<file path="config.mk">
export PLATFORM = sky130hd
export DESIGN_NAME = hslp_dot_acc_flat
export DESIGN_NICKNAME = d
export VERILOG_FILES = /design/src/rtl/hslp_pkg.sv /design/src/rtl/hslp_dot_acc_if.sv /design/src/rtl/hslp_sat_add.sv /design/src/rtl/hslp_dot_acc.sv /design/src/flat_wrapper.sv
export SDC_FILE = /design/constraint.sdc
export NUM_CORES = 1
export LEC_CHECK = 0
export ABC_AREA = 1
export CORE_MARGIN = 2
export CORE_UTILIZATION = 25
export DETAILED_ROUTE_END_ITERATION = 10
export SYNTH_ARGS = -nofsm -noshare
export SYNTH_HDL_FRONTEND = slang
export SYNTH_SLANG_ARGS = --single-unit
</file>
<file path="constraint.sdc">
create_clock -name clk -period 5.7 [get_ports clk]
set_input_delay 0.855 -clock clk [delete_from_list [all_inputs] [get_ports clk]]
set_output_delay 0.855 -clock clk [all_outputs]
set_load 0.005 [all_outputs]
</file>
<file path="src/rtl/hslp_pkg.sv">
// Shared definitions for the hslp approximate-multiply datapath: product width,
// default accumulator/counter widths and the dot-accumulator state encoding.
package hslp_pkg;

  localparam int PROD_W    = 16;
  localparam int DEF_ACC_W = 24;
  localparam int DEF_CNT_W = 8;

  typedef enum logic [1:0] {
    ST_IDLE = 2'd0,
    ST_ACC  = 2'd1,
    ST_HOLD = 2'd2
  } state_e;

endpackage

</file>
<file path="src/rtl/hslp_dot_acc_if.sv">
// Product-stream input and packet-result output of the dot accumulator.
// The slave modport is the accumulator side; the master modport is its environment.
interface hslp_dot_acc_if
  import hslp_pkg::*;
#(
  parameter int ACC_W = DEF_ACC_W,
  parameter int CNT_W = DEF_CNT_W
);

  logic              p_valid;
  logic              p_ready;
  logic [PROD_W-1:0] prod;
  logic              p_last;
  logic              o_valid;
  logic              o_ready;
  logic [ACC_W-1:0]  sum;
  logic [CNT_W-1:0]  terms;
  logic              sat;

  modport slave (
    input  p_valid, prod, p_last, o_ready,
    output p_ready, o_valid, sum, terms, sat
  );

  modport master (
    output p_valid, prod, p_last, o_ready,
    input  p_ready, o_valid, sum, terms, sat
  );

endinterface

</file>
<file path="src/rtl/hslp_sat_add.sv">
// Combinational saturating unsigned adder: ACC_W accumulator plus a zero-extended
// product; an all-ones accumulator stays clamped.
module hslp_sat_add
  import hslp_pkg::*;
#(
  parameter int ACC_W = DEF_ACC_W
) (
  input  logic [ACC_W-1:0]  acc_i,
  input  logic [PROD_W-1:0] add_i,
  output logic [ACC_W-1:0]  res_o,
  output logic              ovf_o
);

  logic [ACC_W:0] wide_s;

  // Widened sum; the extra bit is the carry-out that triggers the clamp.
  always_comb begin
    wide_s = {1'b0, acc_i} + (ACC_W+1)'(add_i);
    ovf_o  = wide_s[ACC_W];
    if (wide_s[ACC_W]) begin
      res_o = {ACC_W{1'b1}};
    end else begin
      res_o = wide_s[ACC_W-1:0];
    end
  end

endmodule

</file>
<file path="src/rtl/hslp_dot_acc.sv">
// Streaming dot-product accumulator: sums one p_last-delimited packet of products
// into a saturating accumulator and presents the result on a valid/ready port.
module hslp_dot_acc
  import hslp_pkg::*;
#(
  parameter int ACC_W = DEF_ACC_W,
  parameter int CNT_W = DEF_CNT_W
) (
  input  logic           clk,
  input  logic           rst_n,
  input  logic           clear,
  hslp_dot_acc_if.slave  bus
);

  state_e           state_q, state_d;
  logic [ACC_W-1:0] acc_q, acc_d;
  logic [CNT_W-1:0] cnt_q, cnt_d;
  logic             sat_q, sat_d;
  logic             rdy_q, o_valid_q;

  logic [ACC_W-1:0] add_res_s;
  logic             add_ovf_s;
  logic             beat_s;
  logic             done_s;

  hslp_sat_add #(.ACC_W(ACC_W)) u_sat_add (
    .acc_i (acc_q),
    .add_i (bus.prod),
    .res_o (add_res_s),
    .ovf_o (add_ovf_s)
  );

  assign beat_s = bus.p_valid && rdy_q;
  assign done_s = o_valid_q && bus.o_ready;

  // Next-state and datapath update; clear overrides any beat or result handshake.
  always_comb begin
    state_d = state_q;
    acc_d   = acc_q;
    cnt_d   = cnt_q;
    sat_d   = sat_q;
    if (clear) begin
      state_d = ST_IDLE;
      acc_d   = {ACC_W{1'b0}};
      cnt_d   = {CNT_W{1'b0}};
      sat_d   = 1'b0;
    end else begin
      case (state_q)
        ST_IDLE, ST_ACC: begin
          if (beat_s) begin
            if (state_q == ST_IDLE) begin
              acc_d = ACC_W'(bus.prod);
              cnt_d = CNT_W'(1);
              sat_d = 1'b0;
            end else begin
              acc_d = add_res_s;
              cnt_d = (cnt_q == {CNT_W{1'b1}}) ? cnt_q : cnt_q + CNT_W'(1);
              sat_d = sat_q | add_ovf_s;
            end
            state_d = bus.p_last ? ST_HOLD : ST_ACC;
          end else begin
            state_d = state_q;
          end
        end
        ST_HOLD: begin
          if (done_s) begin
            state_d = ST_IDLE;
          end else begin
            state_d = ST_HOLD;
          end
        end
        default: state_d = ST_IDLE;
      endcase
    end
  end

  // State, datapath and handshake registers; p_ready stays low while in reset.
  always_ff @(posedge clk or negedge rst_n) begin
    if (!rst_n) begin
      state_q   <= ST_IDLE;
      acc_q     <= {ACC_W{1'b0}};
      cnt_q     <= {CNT_W{1'b0}};
      sat_q     <= 1'b0;
      rdy_q     <= 1'b0;
      o_valid_q <= 1'b0;
    end else begin
      state_q   <= state_d;
      acc_q     <= acc_d;
      cnt_q     <= cnt_d;
      sat_q     <= sat_d;
      rdy_q     <= (state_d != ST_HOLD);
      o_valid_q <= (state_d == ST_HOLD);
    end
  end

  assign bus.p_ready = rdy_q;
  assign bus.o_valid = o_valid_q;
  assign bus.sum     = acc_q;
  assign bus.terms   = cnt_q;
  assign bus.sat     = sat_q;

endmodule

</file>
<file path="src/flat_wrapper.sv">
// flat-port wrapper written by rule: the top's interface ports become plain ports
module hslp_dot_acc_flat import hslp_pkg::*;
#(
  parameter int ACC_W = DEF_ACC_W,
  parameter int CNT_W = DEF_CNT_W
)
  (clk, rst_n, clear, bus_p_valid, bus_prod, bus_p_last, bus_o_ready, bus_p_ready, bus_o_valid, bus_sum, bus_terms, bus_sat);
  hslp_dot_acc_if #(.ACC_W(ACC_W), .CNT_W(CNT_W)) bus_i ();
  input  logic clk;
  input  logic rst_n;
  input  logic clear;
  input wire logic [$bits(bus_i.p_valid)-1:0] bus_p_valid;
  input wire logic [$bits(bus_i.prod)-1:0] bus_prod;
  input wire logic [$bits(bus_i.p_last)-1:0] bus_p_last;
  input wire logic [$bits(bus_i.o_ready)-1:0] bus_o_ready;
  output wire logic [$bits(bus_i.p_ready)-1:0] bus_p_ready;
  output wire logic [$bits(bus_i.o_valid)-1:0] bus_o_valid;
  output wire logic [$bits(bus_i.sum)-1:0] bus_sum;
  output wire logic [$bits(bus_i.terms)-1:0] bus_terms;
  output wire logic [$bits(bus_i.sat)-1:0] bus_sat;
  assign bus_i.p_valid = bus_p_valid;
  assign bus_i.prod = bus_prod;
  assign bus_i.p_last = bus_p_last;
  assign bus_i.o_ready = bus_o_ready;
  assign bus_p_ready = bus_i.p_ready;
  assign bus_o_valid = bus_i.o_valid;
  assign bus_sum = bus_i.sum;
  assign bus_terms = bus_i.terms;
  assign bus_sat = bus_i.sat;
  hslp_dot_acc #(.ACC_W(ACC_W), .CNT_W(CNT_W)) u_core (.clk(clk), .rst_n(rst_n), .clear(clear), .bus(bus_i));
endmodule
</file>
# Word level (Yosys, flattened, before mapping)
# Index checks and enable logic that the tools add are counted.
# Widths: inputs -> output; s select.
# totals
regBits	37
latchBits	0
mem_bits_rw	0
romBits	0
in_bits	22
output_inout_bits	35
elab_cells	42
n_memories	0
# classes
add_sub_neg	2
mul	0
div	0
n_lt_le_gt_ge	0
eq_ne	6
shifts	0
muxes	19
bitwise_logic	1
reduce_logical	8
# ops
op	count
$mux 24	5
$mux 8	5
$add 24x16->25	1
$add 8x1->8 const B	1
$eq 8x8->1 const B	1
$mux 2	4
$eq 2x2->1 const B	2
$mux 1	4
$pmux 2 s2	1
$reduce_bool 2->1	2
$ne 3x2->1 const B	1
$reduce_and 3->1	1
$eq 2x1->1 const B	1
$logic_and 1x1->1	2
$logic_not 2->1	1
$ne 2x2->1 const B	1
$reduce_and 2->1	1
$reduce_or 2->1	1
$or 1x1->1	1

# Depth between registers and ports, before layout
# logic_depth
word_depth	6
depth_mapped	13
depth_no_buf	13

# Hierarchy
# Synthesis repeated with hierarchy kept, for this count alone.
# unflattened
cells_unflattened	535
area_unflattened_um2	3518.4
# modules_own_cells
module	instances	cells_per_inst	area_per_inst_um2	seq_area_each_um2
hslp_dot_acc	1	209	1831.8	925.9
hslp_sat_add	1	326	1686.6	0.0

# Least setup slack after synthesis
# Ideal clock, no wire load.
# synth_timing
path_kind	input to register
startpoint	input bus_prod[0]
endpoint	register u_core.acc_q[10], in the netlist u_core.bus.sum[10]
setup_ns	0.120
arrival_ns	2.317
path_slack_ns	3.263
stages	11
n_path_buf	1
cell_sequence	ha_1 fa_1 nand3_1 nand3_2 nand2_1 nand2_1 nand2_1 nand3_2 buf_6 o21ai_1 nand2_1
# synth_via
elab_chain_cells	6
# synth_rtl
element	line	rtl
from (decl)	flat_wrapper.sv:13	input wire logic [$bits(bus_i.prod)-1:0] bus_prod;
$add 24x16->25	hslp_sat_add.sv:18	wide_s = {1'b0, acc_i} + (ACC_W+1)'(add_i);
$mux 24	hslp_sat_add.sv:20	if (wide_s[ACC_W]) begin
$mux 24	hslp_dot_acc.sv:51	if (state_q == ST_IDLE) begin
$mux 24	hslp_dot_acc.sv:50	if (beat_s) begin
$mux 24	hslp_dot_acc.sv:48	case (state_q)
$mux 24	hslp_dot_acc.sv:42	if (clear) begin
to (signal assigned)	hslp_dot_acc.sv:81	acc_q <= {ACC_W{1'b0}};
to (decl)	hslp_dot_acc.sv:16	logic [ACC_W-1:0] acc_q, acc_d;
# No other way between the ends. The select of a mux whose other input is x is not followed.
# A chain may end at the register's enable or synchronous reset.

# Worst setup path in the final report
# layout_timing
startpoint	input bus_prod[0]
endpoint	register u_core.acc_q[12], in the netlist u_core.bus.sum[12]
# The elaborated chain is that of the path after synthesis.

==> reports/qor.csv <==
stage;metric;value;unit
cells_and_area;number of nets in the layout;619;
min_path;worst min-delay path category;register to register;
setup_path;CP delay by family, top;simple AND/OR/NAND/NOR gates;
setup_path;Critical path destination;u_core.bus.sum[12];
synth;EDFF count, synth;0;
global_route;global-route wire length before repair;15900;µm
cells_and_area;share of cells above drive strength 1;8.28;%
floorplanning;number of top-level pins;57;
global_route;met3 Usage GRT;2.57;%
placement;Placed Instances;744;
sta;final setup slack of the worst path;2550;ps
sta;Worst Tran Pin Value;866;ps
global_route;peak-usage layer in the global routing report;met2;
sta;number of failing hold endpoints at the final stage;0;
routing;routed wire length per instance;12.2;µm
power_and_ir_drop;Final Power;944;µW
global_route;global routing usage on met2;23.2;%
setup_path;critical path required time;5880;ps
clock_tree;clock sink total;37;
cells_and_area;count of fill cells added during filler insertion;1382;
global_route;overall track demand over capacity in global routing;13.7;%
setup_path;length in cells of the worst reg-to-reg path;12;
routing;Routed WL;9200;µm
floorplanning;core box area;0.0127;mm²
setup_path;startpoint class of the critical path;input port;
routing;antenna-violating nets left;0;
sta;final count of negative-setup-slack endpoints;0;
synth;netlist area before placement;0.00325;mm²
global_route;met1 track utilization from global routing;18.1;%
floorplanning;die outline area;0.0139;mm²
clock_tree;post-CTS setup buffers;0;
setup_path;master of the slowest instance on the critical path;sky130_fd_sc_hd__fa_1;
cells_and_area;post-route non-filler standard cell count;752;
setup_path;CP Max Fanout;12;
floorplanning;Horiz. Die Dim;118;µm
cells_and_area;commonest non-fill, non-tap cell in the layout;sky130_fd_sc_hd__nand2_1;
clock_tree;H-tree levels;2;
sta;tightest slew margin relative to the limit;42.3;%
clock_tree;clock tree root buffer cell;sky130_fd_sc_hd__clkbuf_16;
setup_path;worst reg2reg path endpoint;u_core.bus.sum[12];
setup_path;critical path, cell by cell;clkdlybuf4s50_1 > ha_1 > fa_1 > nand3_1 > nand3_2 > nand2_1 > nand2_1 > nand2_1 > nand3_2 > inv_1 > nand3_1 > nand2_1 > nand2_1;
routing;First-pass DRT Iterations;4;
routing;routed via count;3358;
clock_tree;number of instances resized during post-cts repair;0;
synth;synthesized netlist cell count;520;
placement;last weighted congestion value of the routability-driven placer;0.891;
synth;predominant post-synthesis flop cell;sky130_fd_sc_hd__dfrtp_1;
power_and_ir_drop;leakage;2.19;nW
flow_run;Max-cap violations;0;
cells_and_area;most frequent cells in the layout;191 x sky130_fd_sc_hd__nand2_1, 75 x sky130_fd_sc_hd__inv_1, 56 x sky130_fd_sc_hd__nor2_1;
global_route;residual overflow from global routing;0;
sta;RSZ-0062 raised after global routing;false;
sta;number of max-slew violations in the final report;0;
setup_path;data arrival time of the worst path;3330;ps
routing;Avg Vias per Cell;4.47;
sta;share of the clock period used by the worst path after layout;55.2;%
setup_path;combined buffer and inverter count along the critical path;2;
synth;Mapped Avg Cell Area;6.25;µm²
clock_tree;number of buffers inserted for hold repair after clock tree synthesis;0;
setup_path;most frequent cell on the critical path;sky130_fd_sc_hd__nand2_1;
power_and_ir_drop;IR Drop Worst-Case VDD;134;µV
sta;final critical path time including I/O delays and setup;3150;ps
cells_and_area;synthesis-to-layout area growth;29.1;%
setup_path;origin of the critical flop-to-flop path;u_core.bus.sum[0];
global_route;number of global-route vias before repair;3312;
global_route;antenna violations before repair;0;
routing;number of design rule violations left after detail routing;0;
setup_path;stages on the worst setup path;13;
cells_and_area;# diodes;0;
synth;flops & latches, synth;37;
clock_tree;maximum count of clock buffers along a single path;2;
synth;post-synthesis async set-or-reset flop share;100;%
clock_tree;insertion delay to the later sink of the worst-skew pair;290;ps
setup_path;category of the critical setup timing path;input port to register;
routing;number of DRC markers in iteration 0;166;
placement;final HPWL from detailed placement;7260;µm
setup_path;Worst Setup End Kind;register;
placement;pre-CTS setup slack;2260;ps
run_status;outcome;complete, no violations;
clock_tree;number of buffers created by CTS;5;
clock_tree;CTS tree;yes;
clock_tree;clock edge transition at the registers on the reported setup and hold paths;60;ps
sta;maximum frequency from static timing analysis;318;MHz
synth;total nets after synthesis;560;
placement;I/O Buffers;56;
setup_path;reg2reg setup slack;3110;ps
setup_path;Worst Setup SP;bus_prod[0];
synth;count of cell types in the netlist;34;
global_route;largest net degree at the start of global routing;38;
sta;Fin Setup TNS;0;ps
synth;share of synthesized area occupied by flip-flops and latches;28.5;%
setup_path;largest incremental delay on the critical path;450;ps
floorplanning;count of standard-cell rows;41;
floorplanning;starting density of the core;25.7;%
synth;yosys warns;0;
sta;maximum clock skew at final layout;6.26;ps
floorplanning;height of the chip;118;µm
power_and_ir_drop;pwr dens;225;mW/mm²
==> per-layer routing <==
layer / vias up / part of all wire (%)
met2: 70 / 45
met5: - / 0
met4: 0 / 1.2
met3: 9 / 5.0
met1: 1528 / 48
li1: 1751 / -
==> power by group <==
| part | internal, mW | total (mW) | switching (mW) | leakage (nW) |
|---|---|---|---|---|
| Clock | 0.252 | 0.373 | 0.120 | 0.0944 |
| Combinational | 0.110 | 0.277 | 0.167 | 1.59 |
| Sequential | 0.279 | 0.294 | 0.0156 | 0.500 |
| Total | 0.641 | 0.944 | 0.303 | 2.19 |
==> cells by family (layout without fill, tap and decap cells) <==
group	after synthesis	after routing	share of synthesized area (%)
flops	37	37	28.5
simple gates	319	319	41.7
compound gates	51	51	9.97
fa+ha+maj	18	18	7.16
buf+inv	86	146	10.3
xor+xnor	9	9	2.42
==> cell type report <==
class	instances	area, µm²	area share [%]
Multi-Input combinational cell	397	1990	47.4
Tap cell	172	215	5.13
Clock inverter	3	68.8	1.64
Inverter	81	309	7.36
Timing Repair Buffer	57	563	13.4
Sequential cell	37	926	22.1
Clock buffer	5	125	2.98
==> worst min-delay path by stage <==
stage / start / to / slack, ps / cells past startpoint
floorplan: u_core.bus.sat / u_core.bus.sat / 490 / 2
global placement: u_core.bus.sum[9] / u_core.bus.sum[9] / 500 / 2
detailed placement: u_core.bus.sum[10] / u_core.bus.sum[10] / 510 / 2
CTS: u_core.bus.sum[10] / u_core.bus.sum[10] / 530 / 2
global route: u_core.bus.sum[15] / u_core.bus.sum[15] / 540 / 2
finish: u_core.bus.sum[15] / u_core.bus.sum[15] / 520 / 2
==> flip-flops by register name (all words and copies together), names as in the netlist <==
name and count:
u_core.state_q 2, u_core.bus.sum 24, u_core.bus.o_valid 1, u_core.bus.sat 1, u_core.bus.terms 8, u_core.bus.p_ready 1
==> per-stage QoR <==
stage	hold slack, ps	util (%)	instance area [µm²]
finish	523	33.1	4200
global route	538	33.1	4200
global placement	501	31.6	4000
CTS	526	33.1	4200
floorplan	495	-	3250
detailed placement	510	31.6	4000
==> cells in the mapped netlist (4+ instances only) <==
| cell type | count | share of area (%) |
|---|---|---|
| sky130_fd_sc_hd__o21ai_2 | 9 | 2.4 |
| sky130_fd_sc_hd__dfrtp_1 | 37 | 28 |
| sky130_fd_sc_hd__inv_2 | 4 | 0.46 |
| sky130_fd_sc_hd__nand2_1 | 191 | 22 |
| sky130_fd_sc_hd__a21oi_1 | 13 | 2.0 |
| sky130_fd_sc_hd__nor2_2 | 12 | 2.3 |
| sky130_fd_sc_hd__o21ai_0 | 18 | 2.8 |
| sky130_fd_sc_hd__xor2_1 | 9 | 2.4 |
| sky130_fd_sc_hd__ha_1 | 17 | 6.5 |
| sky130_fd_sc_hd__nand4_1 | 7 | 1.3 |
| sky130_fd_sc_hd__nand3_1 | 39 | 6.0 |
| sky130_fd_sc_hd__inv_1 | 75 | 8.7 |
| sky130_fd_sc_hd__nor2_1 | 56 | 6.5 |
| sky130_fd_sc_hd__clkbuf_1 | 4 | 0.46 |
| sky130_fd_sc_hd__nand2_2 | 5 | 0.96 |
==> tightest hold or removal path, delay by kind of cell (launching register included) <==
family	cells	cell delay (ps)
flops	1	380
simple gates	2	110
(Power assumes the default switching activity.)
